`config.mk`:
```
export PLATFORM = sky130hd
export DESIGN_NAME = bicubic_ctrl
export DESIGN_NICKNAME = d
export VERILOG_FILES = /design/src/rtl/bicubic_pkg.sv /design/src/rtl/bicubic_weight_gen.sv /design/src/rtl/bicubic_ctrl.sv
export SDC_FILE = /design/constraint.sdc
export NUM_CORES = 1
export LEC_CHECK = 0
export BUFFER_PORTS_ARGS = -buffer_cell sky130_fd_sc_hd__buf_4
export CELL_PAD_IN_SITES_DETAIL_PLACEMENT = 1
export CELL_PAD_IN_SITES_GLOBAL_PLACEMENT = 2
export CORE_ASPECT_RATIO = 2
export CORE_MARGIN = 2
export CORE_UTILIZATION = 35
export CTS_BUF_LIST = sky130_fd_sc_hd__clkbuf_8
export DETAILED_ROUTE_END_ITERATION = 12
export PLACE_DENSITY = 0.83
export SYNTH_ARGS = -nofsm -noshare
export SYNTH_HDL_FRONTEND = slang
export SYNTH_SLANG_ARGS = --single-unit
```
`constraint.sdc`:
```
create_clock -name clk -period 7.8 [get_ports clk]
set_input_delay 0.39 -clock clk [delete_from_list [all_inputs] [get_ports clk]]
set_output_delay 0.39 -clock clk [all_outputs]
set_load 0.02 [all_outputs]
```
`src/rtl/bicubic_pkg.sv`:
```
// bicubic_pkg: shared types and constants for the bicubic sequencer.
// Holds the FSM state enum, Q0.8 one, geometry widths and the coordinate clamp helper.
package bicubic_pkg;

    localparam int IMG_MAX = 100;
    localparam int CW      = 7;
    localparam int AW      = 14;
    localparam int LANE_W  = 8;
    localparam int VEC_W   = 4 * LANE_W;

    localparam logic [7:0] Q08_ONE = 8'hFF;

    typedef enum logic [2:0] {
        S_IDLE,
        S_FETCH,
        S_FLUSH,
        S_H_START,
        S_H_WAIT,
        S_V_START,
        S_V_WAIT,
        S_DONE
    } state_e;

    // Clamp a two's-complement coordinate (CW+2 bits) into [0, dim-1].
    function automatic logic [CW+1:0] clamp_coord(
        input logic [CW+1:0] v,
        input logic [CW-1:0] dim
    );
        logic [CW+1:0] hi;
        hi = {2'b00, dim - CW'(1)};
        if (v[CW+1]) begin
            return '0;
        end
        if (v > hi) begin
            return hi;
        end
        return v;
    endfunction

endpackage

```
`src/rtl/bicubic_weight_gen.sv`:
```
// bicubic_weight_gen: combinational cubic weight vector {t^3, t^2, t, 1} in Q0.8.
// Ports: t_i (fraction, Q0.8) -> w_o (lane i at [8i+7:8i]); products rounded half-up.
module bicubic_weight_gen
    import bicubic_pkg::*;
(
    input  logic [7:0]       t_i,
    output logic [VEC_W-1:0] w_o
);

    logic [15:0] sq;
    logic [15:0] cu;
    logic [7:0]  t2;
    logic [7:0]  t3;

    // Max 255*255+128 = 65153, so 16 bits never overflow.
    assign sq = ({8'd0, t_i} * {8'd0, t_i}) + 16'd128;
    assign t2 = 8'(sq >> 8);
    assign cu = ({8'd0, t2} * {8'd0, t_i}) + 16'd128;
    assign t3 = 8'(cu >> 8);

    assign w_o = {t3, t2, t_i, Q08_ONE};

endmodule

```
`src/rtl/bicubic_ctrl.sv`:
```
// bicubic_ctrl: fetches a 4x4 neighbourhood, runs four horizontal and one vertical
// engine pass, returns one pixel. Ports: req/req_ready request handshake with
// base/frac/img geometry; mem_rd/mem_addr/mem_q image SRAM (1-cycle read);
// eng_start/eng_x/eng_p/eng_finish/eng_out engine; pix_out/pix_valid result.
// Option: BICUBIC_EDGE_CLAMP_EN clamps fetch coordinates to the image (edge replication).
module bicubic_ctrl
    import bicubic_pkg::*;
(
    input  logic             clk,
    input  logic             rst,
    input  logic             req,
    output logic             req_ready,
    input  logic [CW-1:0]    base_x,
    input  logic [CW-1:0]    base_y,
    input  logic [7:0]       frac_x,
    input  logic [7:0]       frac_y,
    input  logic [CW-1:0]    img_w,
    input  logic [CW-1:0]    img_h,
    output logic             mem_rd,
    output logic [AW-1:0]    mem_addr,
    input  logic [7:0]       mem_q,
    output logic             eng_start,
    output logic [VEC_W-1:0] eng_x,
    output logic [VEC_W-1:0] eng_p,
    input  logic             eng_finish,
    input  logic [7:0]       eng_out,
    output logic [7:0]       pix_out,
    output logic             pix_valid
);

    state_e state_q, state_d;
    logic [1:0] row_q, row_d;
    logic [1:0] col_q, col_d;

    logic [CW-1:0] bx_q, by_q;
    logic [CW-1:0] w_q, h_q;
    logic [7:0]    fx_q, fy_q;

    logic [3:0][7:0] lane_q;
    logic [3:0][7:0] rowbuf_q;
    logic [7:0]      pix_q;
    logic            pix_valid_q;

    logic            accept;
    logic [VEC_W-1:0] wx;
    logic [VEC_W-1:0] wy;

    assign accept = (state_q == S_IDLE) && req;

    // ---------------- weight generation ----------------
    bicubic_weight_gen u_wx (
        .t_i (fx_q),
        .w_o (wx)
    );

    bicubic_weight_gen u_wy (
        .t_i (fy_q),
        .w_o (wy)
    );

    // ---------------- fetch address ----------------
    // Coordinates carry two extra bits so base-1 can go negative.
    logic [CW+1:0] x_raw, y_raw;
    logic [CW+1:0] x_f, y_f;
    logic [AW-1:0] x_ext, y_ext, w_ext;
    logic [AW-1:0] addr;

    assign x_raw = {2'b00, bx_q} + (CW+2)'(col_q) - (CW+2)'(1);
    assign y_raw = {2'b00, by_q} + (CW+2)'(row_q) - (CW+2)'(1);

`ifdef BICUBIC_EDGE_CLAMP_EN
    assign x_f = clamp_coord(x_raw, w_q);
    assign y_f = clamp_coord(y_raw, h_q);
`else
    // Requester keeps the neighbourhood inside the image; height is not needed.
    logic unused_h;
    assign unused_h = ^h_q;
    assign x_f = x_raw;
    assign y_f = y_raw;
`endif

    // Sign-extend so address wraps modulo 2^AW.
    assign x_ext = {{(AW-CW-2){x_f[CW+1]}}, x_f};
    assign y_ext = {{(AW-CW-2){y_f[CW+1]}}, y_f};
    assign w_ext = {{(AW-CW){1'b0}}, w_q};
    assign addr  = y_ext * w_ext + x_ext;

    // ---------------- FSM ----------------
    always_ff @(posedge clk or posedge rst) begin
        if (rst) begin
            state_q <= S_IDLE;
            row_q   <= '0;
            col_q   <= '0;
        end else begin
            state_q <= state_d;
            row_q   <= row_d;
            col_q   <= col_d;
        end
    end

    always_comb begin
        state_d = state_q;
        row_d   = row_q;
        col_d   = col_q;
        unique case (state_q)
            S_IDLE: begin
                if (req) begin
                    state_d = S_FETCH;
                    row_d   = '0;
                    col_d   = '0;
                end
            end
            S_FETCH: begin
                col_d = col_q + 2'd1;
                if (col_q == 2'd3) begin
                    state_d = S_FLUSH;
                end
            end
            S_FLUSH: begin
                state_d = S_H_START;
            end
            S_H_START: begin
                state_d = S_H_WAIT;
            end
            S_H_WAIT: begin
                if (eng_finish) begin
                    if (row_q == 2'd3) begin
                        state_d = S_V_START;
                    end else begin
                        row_d   = row_q + 2'd1;
                        state_d = S_FETCH;
                    end
                end
            end
            S_V_START: begin
                state_d = S_V_WAIT;
            end
            S_V_WAIT: begin
                if (eng_finish) begin
                    state_d = S_DONE;
                end
            end
            S_DONE: begin
                state_d = S_IDLE;
            end
            default: begin
                state_d = S_IDLE;
            end
        endcase
    end

    // ---------------- request latch ----------------
    always_ff @(posedge clk or posedge rst) begin
        if (rst) begin
            bx_q <= '0;
            by_q <= '0;
            fx_q <= '0;
            fy_q <= '0;
            w_q  <= '0;
            h_q  <= '0;
        end else if (accept) begin
            bx_q <= base_x;
            by_q <= base_y;
            fx_q <= frac_x;
            fy_q <= frac_y;
            w_q  <= img_w;
            h_q  <= img_h;
        end
    end

    // ---------------- datapath ----------------
    // Read data lags the strobe by one cycle, so column c-1 lands while
    // column c is issued and FLUSH picks up the last column.
    always_ff @(posedge clk or posedge rst) begin
        if (rst) begin
            lane_q      <= '0;
            rowbuf_q    <= '0;
            pix_q       <= '0;
            pix_valid_q <= 1'b0;
        end else begin
            pix_valid_q <= (state_q == S_DONE);
            if (state_q == S_FETCH && col_q != 2'd0) begin
                lane_q[col_q - 2'd1] <= mem_q;
            end
            if (state_q == S_FLUSH) begin
                lane_q[3] <= mem_q;
            end
            if (state_q == S_H_WAIT && eng_finish) begin
                rowbuf_q[row_q] <= eng_out;
            end
            if (state_q == S_V_WAIT && eng_finish) begin
                pix_q <= eng_out;
            end
        end
    end

    // ---------------- outputs ----------------
    // Engine operands derive from registers that do not change while the
    // pass runs, so they stay stable from start through finish.
    always_comb begin
        eng_x = '0;
        eng_p = '0;
        if (state_q == S_H_START || state_q == S_H_WAIT) begin
            eng_x = wx;
            eng_p = lane_q;
        end else if (state_q == S_V_START || state_q == S_V_WAIT) begin
            eng_x = wy;
            eng_p = rowbuf_q;
        end
    end

    assign req_ready = (state_q == S_IDLE);
    assign mem_rd    = (state_q == S_FETCH);
    assign mem_addr  = mem_rd ? addr : '0;
    assign eng_start = (state_q == S_H_START) || (state_q == S_V_START);
    assign pix_out   = pix_q;
    assign pix_valid = pix_valid_q;

endmodule

```
**Word-level counts from Yosys, hierarchy flattened**

Index checks and enable logic that the tools add are counted.

- Reduce and logical (&&, ||, !) cells: 17
- Muxes and demuxes: 24
- Equality and inequality tests: 14
- Multiply operators: 5
- Shifts and indexed selects: 0
- Bitwise gates (word level): 0
- Divide/modulo/power cells: 0
- $lt $le $gt $ge: 4
- Add/sub/neg operators: 12

Operators by type and width:

| cell | count |
|---|---|
| $mux W32 | 5 |
| $add A16 B8 Y16 const B | 4 |
| $bwmux W32 | 2 |
| $mul A8 B8 Y16 | 4 |
| $demux W8 S2 | 2 |
| $mux W8 | 3 |
| $pmux W3 S8 | 1 |
| $sub A8 B1 Y9 const B | 2 |
| $add A7 B2 Y8 | 2 |
| $mux W3 | 5 |
| $add A14 B14 Y14 | 1 |
| $mul A9 B8 Y14 | 1 |
| $mux W14 | 1 |
| $eq A3 B3 Y1 const B | 4 |
| $ne A2 B2 Y1 const B | 4 |
| $pmux W2 S2 | 2 |
| $reduce_and A4 Y1 | 2 |
| $reduce_bool A2 Y1 | 4 |
| $eq A3 B2 Y1 const B | 2 |
| $logic_and A1 B1 Y1 | 6 |
| $lt A2 B3 Y1 const B | 2 |
| $mux W2 | 3 |
| $add A2 B1 Y2 const B | 2 |
| $eq A2 B2 Y1 const B | 2 |
| other kinds (7) | 10 |

- Memories kept: 0
- Output and inout bits: 90
- Latch bits: 0
- Bits in writable memories: 0
- Word-level logic and storage cells: 94
- Bits of input ports: 64
- Register bits after elaboration: 117
- Memory bits (read-only): 0

**Logic depth before layout (Yosys ltp)**

Gate-level depths: netlist of run 1.

- Word-level depth: 8
- Gate-level depth with buffers: 35
- Depth with buffers taken out: 33

**By module**

A second synthesis of run 1 with hierarchy kept.

- Cell total of the unflattened synthesis: 1,624
- Area total of the unflattened synthesis: 15,917.8 um^2

By module, submodules not included:

| module | instances | area each (um^2) | sequential area each (um^2) | cells an instance |
|---|---|---|---|---|
| bicubic_ctrl | 1 | 8,461.9 | 2,927.8 | 767 |
| bicubic_weight_gen at u_wy | 1 | 3,844.9 | 0.0 | 443 |
| bicubic_weight_gen at u_wx | 1 | 3,611.0 | 0.0 | 414 |

**Worst setup path before layout of run 1**

OpenSTA, ideal clock, no wires.

- Path type: reg2out
- From: register fx_q[2]
- To: output port eng_x[30]
- Data required time: 7,410 ps
- Path buffers: 2
- Path slack: -806 ps
- Arrival time: 8,216 ps
- Stages on the path, launching flop included: 31
- Path through: dfrtp_1 -> clkbuf_1 -> clkbuf_1 -> nand2_1 -> fa_1 -> inv_1 -> fa_1 -> fa_1 -> inv_1 -> fa_1 -> inv_1 -> ha_1 -> and3_1 -> a21oi_1 -> nand3_1 -> a2111o_1 -> nand3_1 -> and2_1 -> fa_1 -> fa_1 -> fa_1 -> inv_1 -> fa_1 -> inv_1 -> ha_1 -> and3_1 -> a211oi_1 -> nor2_1 -> a21oi_1 -> xor2_1 -> o22ai_1

- Longest elaborated chain between the ends: 5

Ends and longest elaborated chain:

| item | RTL line | RTL |
|---|---|---|
| start: declaration | bicubic_ctrl.sv:37 | `logic [7:0] fx_q, fy_q;` |
| start signal: assignment | bicubic_ctrl.sv:164 | `fx_q <= frac_x;` |
| $mul A8 B8 Y16 | bicubic_weight_gen.sv:16 | `assign sq = ({8'd0, t_i} * {8'd0, t_i}) + 16'd128;` |
| $add A16 B8 Y16 | bicubic_weight_gen.sv:16 |  |
| $mul A8 B8 Y16 (*) | bicubic_weight_gen.sv:18 | `assign cu = ({8'd0, t2} * {8'd0, t_i}) + 16'd128;` |
| $add A16 B8 Y16 (*) | bicubic_weight_gen.sv:18 |  |
| $mux W32 (*) | bicubic_ctrl.sv:203 | `if (state_q == S_H_START \|\| state_q == S_H_WAIT) begin` |
| end: declaration | bicubic_ctrl.sv:23 | `output logic [VEC_W-1:0] eng_x,` |

Mark *: on every way between the ends. The rest lies on a longest branch, timed or not.

**Final worst setup path of run 1**

- From: register fx_q[5]
- To: output port eng_x[28]

The elaborated chain is that of the path after synthesis.

==> results of run 1 <==
[how the worst min path moves through the flow]
stage / start / endpoint / slack (ns) / cells past startpoint
after floorplan: bx_q[0] / bx_q[0] / 0.48 / 1
after global placement: rowbuf_q[27] / rowbuf_q[27] / 0.49 / 1
after detailed placement: rowbuf_q[14] / rowbuf_q[14] / 0.49 / 1
after CTS: rst / fy_q[3] / 0.07 / 2
after global routing: rst / fy_q[3] / 0.09 / 2
final: rst / fy_q[3] / 0.05 / 2
[routing by layer]
| layer | global-route usage (%) | vias up | wire [um] |
|---|---|---|---|
| met5 | 0 | - | 27 |
| met1 | 18.5 | 6022 | 14300 |
| met4 | 8.86 | 4 | 2060 |
| met2 | 44.8 | 220 | 28100 |
| met3 | 2.56 | 110 | 1300 |
| li1 | - | 5403 | - |
[state kept, by name, summed over array words and instances (netlist names)]
| signal | flops |
|---|---|
| fy_q | 8 |
| bx_q | 7 |
| fx_q | 8 |
| pix_valid | 1 |
| rowbuf_q | 32 |
| w_q | 7 |
| row_q | 2 |
| pix_out | 8 |
| col_q | 2 |
| state_q | 3 |
| lane_q | 32 |
| by_q | 7 |
[kinds of logic after synthesis]
group	Yosys count	share of synthesized area (%)
simple gates	364	13.2
flops	117	19.6
buf+inv	315	8.12
xor+xnor	67	4.07
compound gates	165	7.99
fa+ha+maj	360	38.4
mux	116	8.69
[through the flow]
step | setup slack, ns | std cells
after floorplan | -0.0442 | 1504
after global placement | -0.683 | 2264
after detailed placement | -0.835 | 2264
after CTS | -1.02 | 2317
after global routing | -1.38 | 2335
final | -1.04 | 2336
[Yosys cell counts, drive strengths merged, types with 4 or more instances]
master | count | area share [%]
nor3 | 15 | 0.50
a21oi | 45 | 1.5
nand2b | 6 | 0.25
mux2 | 112 | 8.4
o22ai | 13 | 0.54
ha | 195 | 16
and2 | 164 | 7.0
a21o | 11 | 0.55
nand2 | 97 | 2.4
inv | 253 | 6.3
xor2 | 18 | 1.1
or2 | 6 | 0.25
nand4 | 4 | 0.17
clkbuf | 50 | 1.3
and3 | 14 | 0.59
nor2b | 12 | 0.50
o21ai | 11 | 0.37
a31oi | 6 | 0.35
xnor2 | 49 | 3.0
dfrtp | 117 | 20
fa | 165 | 22
nor2 | 29 | 0.73
mux2i | 4 | 0.27
nand3 | 7 | 0.23
buf | 12 | 0.52
a211oi | 4 | 0.27
o21bai | 8 | 0.40
a22o | 47 | 2.8
[timing repair]
item	4_1_cts	5_1_grt
gates resized for setup	58	50
pin swaps	50	43
setup buffers	21	17
hold buffers	0	0
endpoints found under the setup margin	8	10
[final cells by class]
cell class / count / area, um2
Sequential cell: 117 / 2940
Tap cell: 545 / 682
Clock inverter: 15 / 220
Antenna cell: 2 / 5.00
Timing Repair Buffer: 315 / 2420
Clock buffer: 17 / 234
Inverter: 253 / 952
Fill cell: 4700 / 23400
Multi-Input combinational cell: 1072 / 11600
==> out/results.ini, run 1 <==
[worst_setup_path]
cp.required_ns = 7.41
crit_cells = 30
regToRegSetupSlack_ns = 5.25
r2r_end = lane_q[19]
reg2regPathDepth = 6
cp-startpoint = fx_q[5]
crit_family = adder cells
endpoint = eng_x[28]
cp_num_buf_inv = 8
cp_max_fo = 6
arrival_ns = 8.45
crit_top_cell = fa_1
r2r_start = state_q[1]
criticalPathCategory = reg -> out
cp-start-kind = register
end_kind = primary output
cp_slowest_stage_delay_ns = 0.57
crit_slowest_cell = fa_1

[final_layout]
fin_util_pct = 44.9
nNetsFinal = 2200
drive_above_1_share_pct = 34.2
mostFrequentLayoutCells = 300 x buf_4, 241 x inv_1, 180 x ha_1
syn2layout_area_growth_pct = 27.2
fin_area_um2 = 19100
final_common_cell = buf_4

[route]
avgRoutedWirePerCell_um = 19.6
drtAntennaViolNets = 0
drt_wl_total_um = 45800
dr.pass1.iters = 4
via_count = 11800
drc = 0
first_iter_violations = 295
drt-vias-per-instance = 5.03

[cts]
clk_path_buf_depth = 2
cts_root_buf = clkbuf_8
cts_buffers = 17
clk_pin_slew_worst_paths_ns = 0.08
clk_latency_ns = 0.47
cts_sinks = 117
cts-htree-levels = 4
cts_tree = done

[logic_synthesis]
syn_nets = 1928
syn-cell-area_um2 = 15000
synth.avg_cell_area_um2 = 9.96
ys_seq_area_share_pct = 19.6
synth_warnings = 0
synth_edf_count = 0
ys_seq_elements = 117
yosys_most_used_dff = dfrtp_1
synthCells = 1504
ys_async_sr_fraction_pct = 100
synth_cell_type_count = 58

[floorplanning]
core_um2 = 42400
num_io_pins = 154
initial_utilization_pct = 35.3
rows = 107
dieArea_um2 = 44600
fp.dieW_um = 150
die_h_um = 297

[timing]
setup_viol = 8
fmax_ghz = 0.113
post-route-period-util_pct = 113
finClkSkew_ns = 0.0119
tightestPinTransition_ns = 1.27
rsz0062_at_grt = yes
hold_viol = 0
period_needed_ns = 8.84
slew_violations = 0
slew_headroom_pct = 15.0
worst_slack_ns = -1.04
hold-worst-slack_ns = 0.0467
finalSetupTns_ns = -7.54

[global_routing]
antenna_found_initial = 3
grt_max_degree = 60
grt_first_pass_wirelength_um = 71100
grtUsageTotal_pct = 20.9
grt.overflow.total = 0
grt_pass1_vias = 13900

[job]
cap_viol_max_count = 0

[worst_hold_path]
hold_class = in -> async

[run_status]
run_status = complete, but fails checks
failed_checks = negative setup slack

[placed_design]
place_hpwl_um = 37800
place_congestion = 0.835
placed_area_um2 = 17700
port_buffers = 146

Power of run 1 is left out: the tool's default activity adds up to more than one toggle a clock period on the data nets, which glitch-free logic cannot reach.
==> run 2, diff against run 1 <==
--- a/config.mk
+++ b/config.mk
@@ -7,13 +7,12 @@
 export LEC_CHECK = 0
 export BUFFER_PORTS_ARGS = -buffer_cell sky130_fd_sc_hd__buf_4
 export CELL_PAD_IN_SITES_DETAIL_PLACEMENT = 1
-export CELL_PAD_IN_SITES_GLOBAL_PLACEMENT = 2
+export CELL_PAD_IN_SITES_GLOBAL_PLACEMENT = 1
 export CORE_ASPECT_RATIO = 2
-export CORE_MARGIN = 2
 export CORE_UTILIZATION = 35
 export CTS_BUF_LIST = sky130_fd_sc_hd__clkbuf_8
 export DETAILED_ROUTE_END_ITERATION = 12
-export PLACE_DENSITY = 0.83
+export PLACE_DENSITY = 0.69
 export SYNTH_ARGS = -nofsm -noshare
 export SYNTH_HDL_FRONTEND = slang
 export SYNTH_SLANG_ARGS = --single-unit
==> constraint.sdc (replaced) <==
create_clock -name clk -period 10.5 [get_ports clk]
set_input_delay 0.525 -clock clk [delete_from_list [all_inputs] [get_ports clk]]
set_output_delay 0.525 -clock clk [all_outputs]
set_load 0.02 [all_outputs]
==> out/results.ini, run 2 (synthesis gave the netlist of run 1 again) <==
[run_status]
run_status = finished, final reports clean  ; was complete, but fails checks

[floorplanning]
rows = 106  ; was 107
dieArea_um2 = 43700  ; was 44,600 um2
num_io_pins = 154  ; unchanged
fp.dieW_um = 148  ; was 150 um
initial_utilization_pct = 35.6  ; was 35.3%
core_um2 = 42000  ; was 42,400 um2
die_h_um = 295  ; was 297 um

[cts]
clk_latency_ns = 0.48  ; was 0.47 ns
clk_pin_slew_worst_paths_ns = 0.09  ; was 0.08 ns
clk_path_buf_depth = 2  ; unchanged
cts_buffers = 17  ; unchanged
cts-htree-levels = 4  ; unchanged
post_cts_buffers = 0  ; was 21
cts_tree = done  ; unchanged
cts_root_buf = clkbuf_8  ; unchanged
cts_sinks = 117  ; unchanged

[route]
via_count = 11200  ; was 11,800
wl_met1_um = 14600  ; was 14,300 um
drtAntennaViolNets = 0  ; unchanged
drt-vias-per-instance = 5.08  ; was 5.03
dr.pass1.iters = 4  ; unchanged
met3WireLength_um = 1100  ; was 1300 um
wl_met2_um = 25900  ; was 28,100 um
avgRoutedWirePerCell_um = 19.4  ; was 19.6 um
first_iter_violations = 251  ; was 295
drc = 0  ; unchanged
topRoutingLayerUsed = met4  ; was met5
drt_wl_total_um = 42700  ; was 45,800 um

[job]
cap_viol_max_count = 0  ; unchanged

[final_layout]
fin_util_pct = 40.8  ; was 44.9%
final_common_cell = inv_1  ; was buf_4
nNetsFinal = 2067  ; was 2,200
reg_top3 = lane_q x32, rowbuf_q x32  ; unchanged
mostFrequentLayoutCells = 252 x inv_1, 195 x ha_1, 182 x buf_4  ; was 300 x buf_4, 241 x inv_1, 180 x ha_1
fillers = 4788  ; was 4,700
drive_above_1_share_pct = 22.0  ; was 34.2%
syn2layout_area_growth_pct = 14.6  ; was 27.2%

[timing]
post-route-period-util_pct = 94.0
period_needed_ns = 9.87
setup_viol = 0  ; was 8
finalSetupTns_ns = 0  ; was -7.54 ns
finClkSkew_ns = 0.0174  ; was 0.0119 ns
slew_headroom_pct = 26.8  ; was 15.0%
fmax_ghz = 0.101
rsz0062_at_grt = no  ; was yes
slew_violations = 0  ; unchanged
hold_viol = 0  ; unchanged
tightestPinTransition_ns = 1.10  ; was 1.27 ns

[worst_setup_path]
crit_slowest_cell = fa_1  ; unchanged
r2r_start = state_q[1]  ; unchanged
cp_max_fo = 8  ; was 6
end_kind = primary output  ; unchanged
arrival_ns = 9.35  ; was 8.45 ns
regToRegSetupSlack_ns = 7.94  ; was 5.25 ns
reg2regPathDepth = 7  ; was 6
r2r_end = fx_q[2]  ; was lane_q[19]
cp_slowest_stage_delay_ns = 0.56  ; was 0.57 ns
cp.required_ns = 9.98  ; was 7.41 ns
crit_top_cell = fa_1  ; unchanged
cp-start-kind = register  ; unchanged
criticalPathCategory = reg -> out  ; unchanged

[global_routing]
antenna_found_initial = 1  ; was 3
grt.overflow.total = 0  ; unchanged
grt_first_pass_wirelength_um = 68400  ; was 71,100 um
grt_max_degree = 78  ; was 60
grtUsageTotal_pct = 20.7  ; was 20.9%
grt_pass1_vias = 12900  ; was 13,900

[placed_design]
port_buffers = 146  ; unchanged
place_hpwl_um = 35400  ; was 37,800 um
place_congestion = 0.819  ; was 0.835

[worst_hold_path]
hold_class = in -> async  ; unchanged

==> run 2: cell count changes in the layout (fill, tap and decap cells not counted), sizes merged <==
cell / delta
bufinv: -3
diode: -1
clkbuf: +1
inv: +6
buf: -133
clkinvlp: +1
clkinv: -5
==> run 2: per-layer routing <==
metal / GRT usage (%) / vias up
met5: 0 / -
met1: 19.6 / 5765
met4: 7.12 / 0
met2: 43.9 / 195
li1: - / 5143
met3: 2.35 / 59
==> run 2: layout make-up <==
cell class	count	area, um2	area share (%)
Multi-Input combinational cell	1072	10800	63.1
Tap cell	540	676	3.94
Clock inverter	14	155	0.904
Timing Repair Buffer	182	1370	7.96
Clock buffer	18	248	1.44
Antenna cell	1	2.50	0.0146
Inverter	253	952	5.55
Sequential cell	117	2930	17.1
==> run 2: per-stage QoR <==
stage	hold WS, ns	std cells	cell area (um2)	worst slack, ns
finish	0.268	2197	17200	0.630
global route	0.234	2197	17200	0.0457
CTS	0.227	2196	17200	0.253
detailed placement	0.496	2164	16800	0.822
global placement	0.488	2164	16800	1.06
floorplan	0.479	1504	15000	1.76
==> run 2: worst max-delay path by stage <==
| stage | to | slack, ns | cells past startpoint | start |
|---|---|---|---|---|
| global placement | eng_x[30] | 1.06 | 30 | fx_q[1] |
| CTS | eng_x[30] | 0.25 | 30 | fx_q[0] |
| finish | eng_x[31] | 0.63 | 32 | fy_q[6] |
| floorplan | eng_x[30] | 1.76 | 30 | fx_q[2] |
| global route | eng_x[30] | 0.05 | 32 | fx_q[6] |
| detailed placement | eng_x[30] | 0.82 | 30 | fx_q[0] |
==> run 2: critical path: cells and delay by family, from the launching register on <==
kind / cells / cell delay (ns)
muxes: 1 / 0.26
and+or+nand+nor: 5 / 0.77
DFF: 1 / 0.55
xor gates and xnor gates: 2 / 0.36
adders and majority gates: 10 / 4.48
buffers and inverters: 6 / 0.60
AOI/OAI and AO/OA: 8 / 1.86
==> run 2: timing repair <==
item                                    CTS  global route
hold buffers                              0             0
resized for setup                         0             2
hold endpoints to repair                  0             0
endpoints found under the setup margin    0             3
Power of run 2 is left out for the same reason.
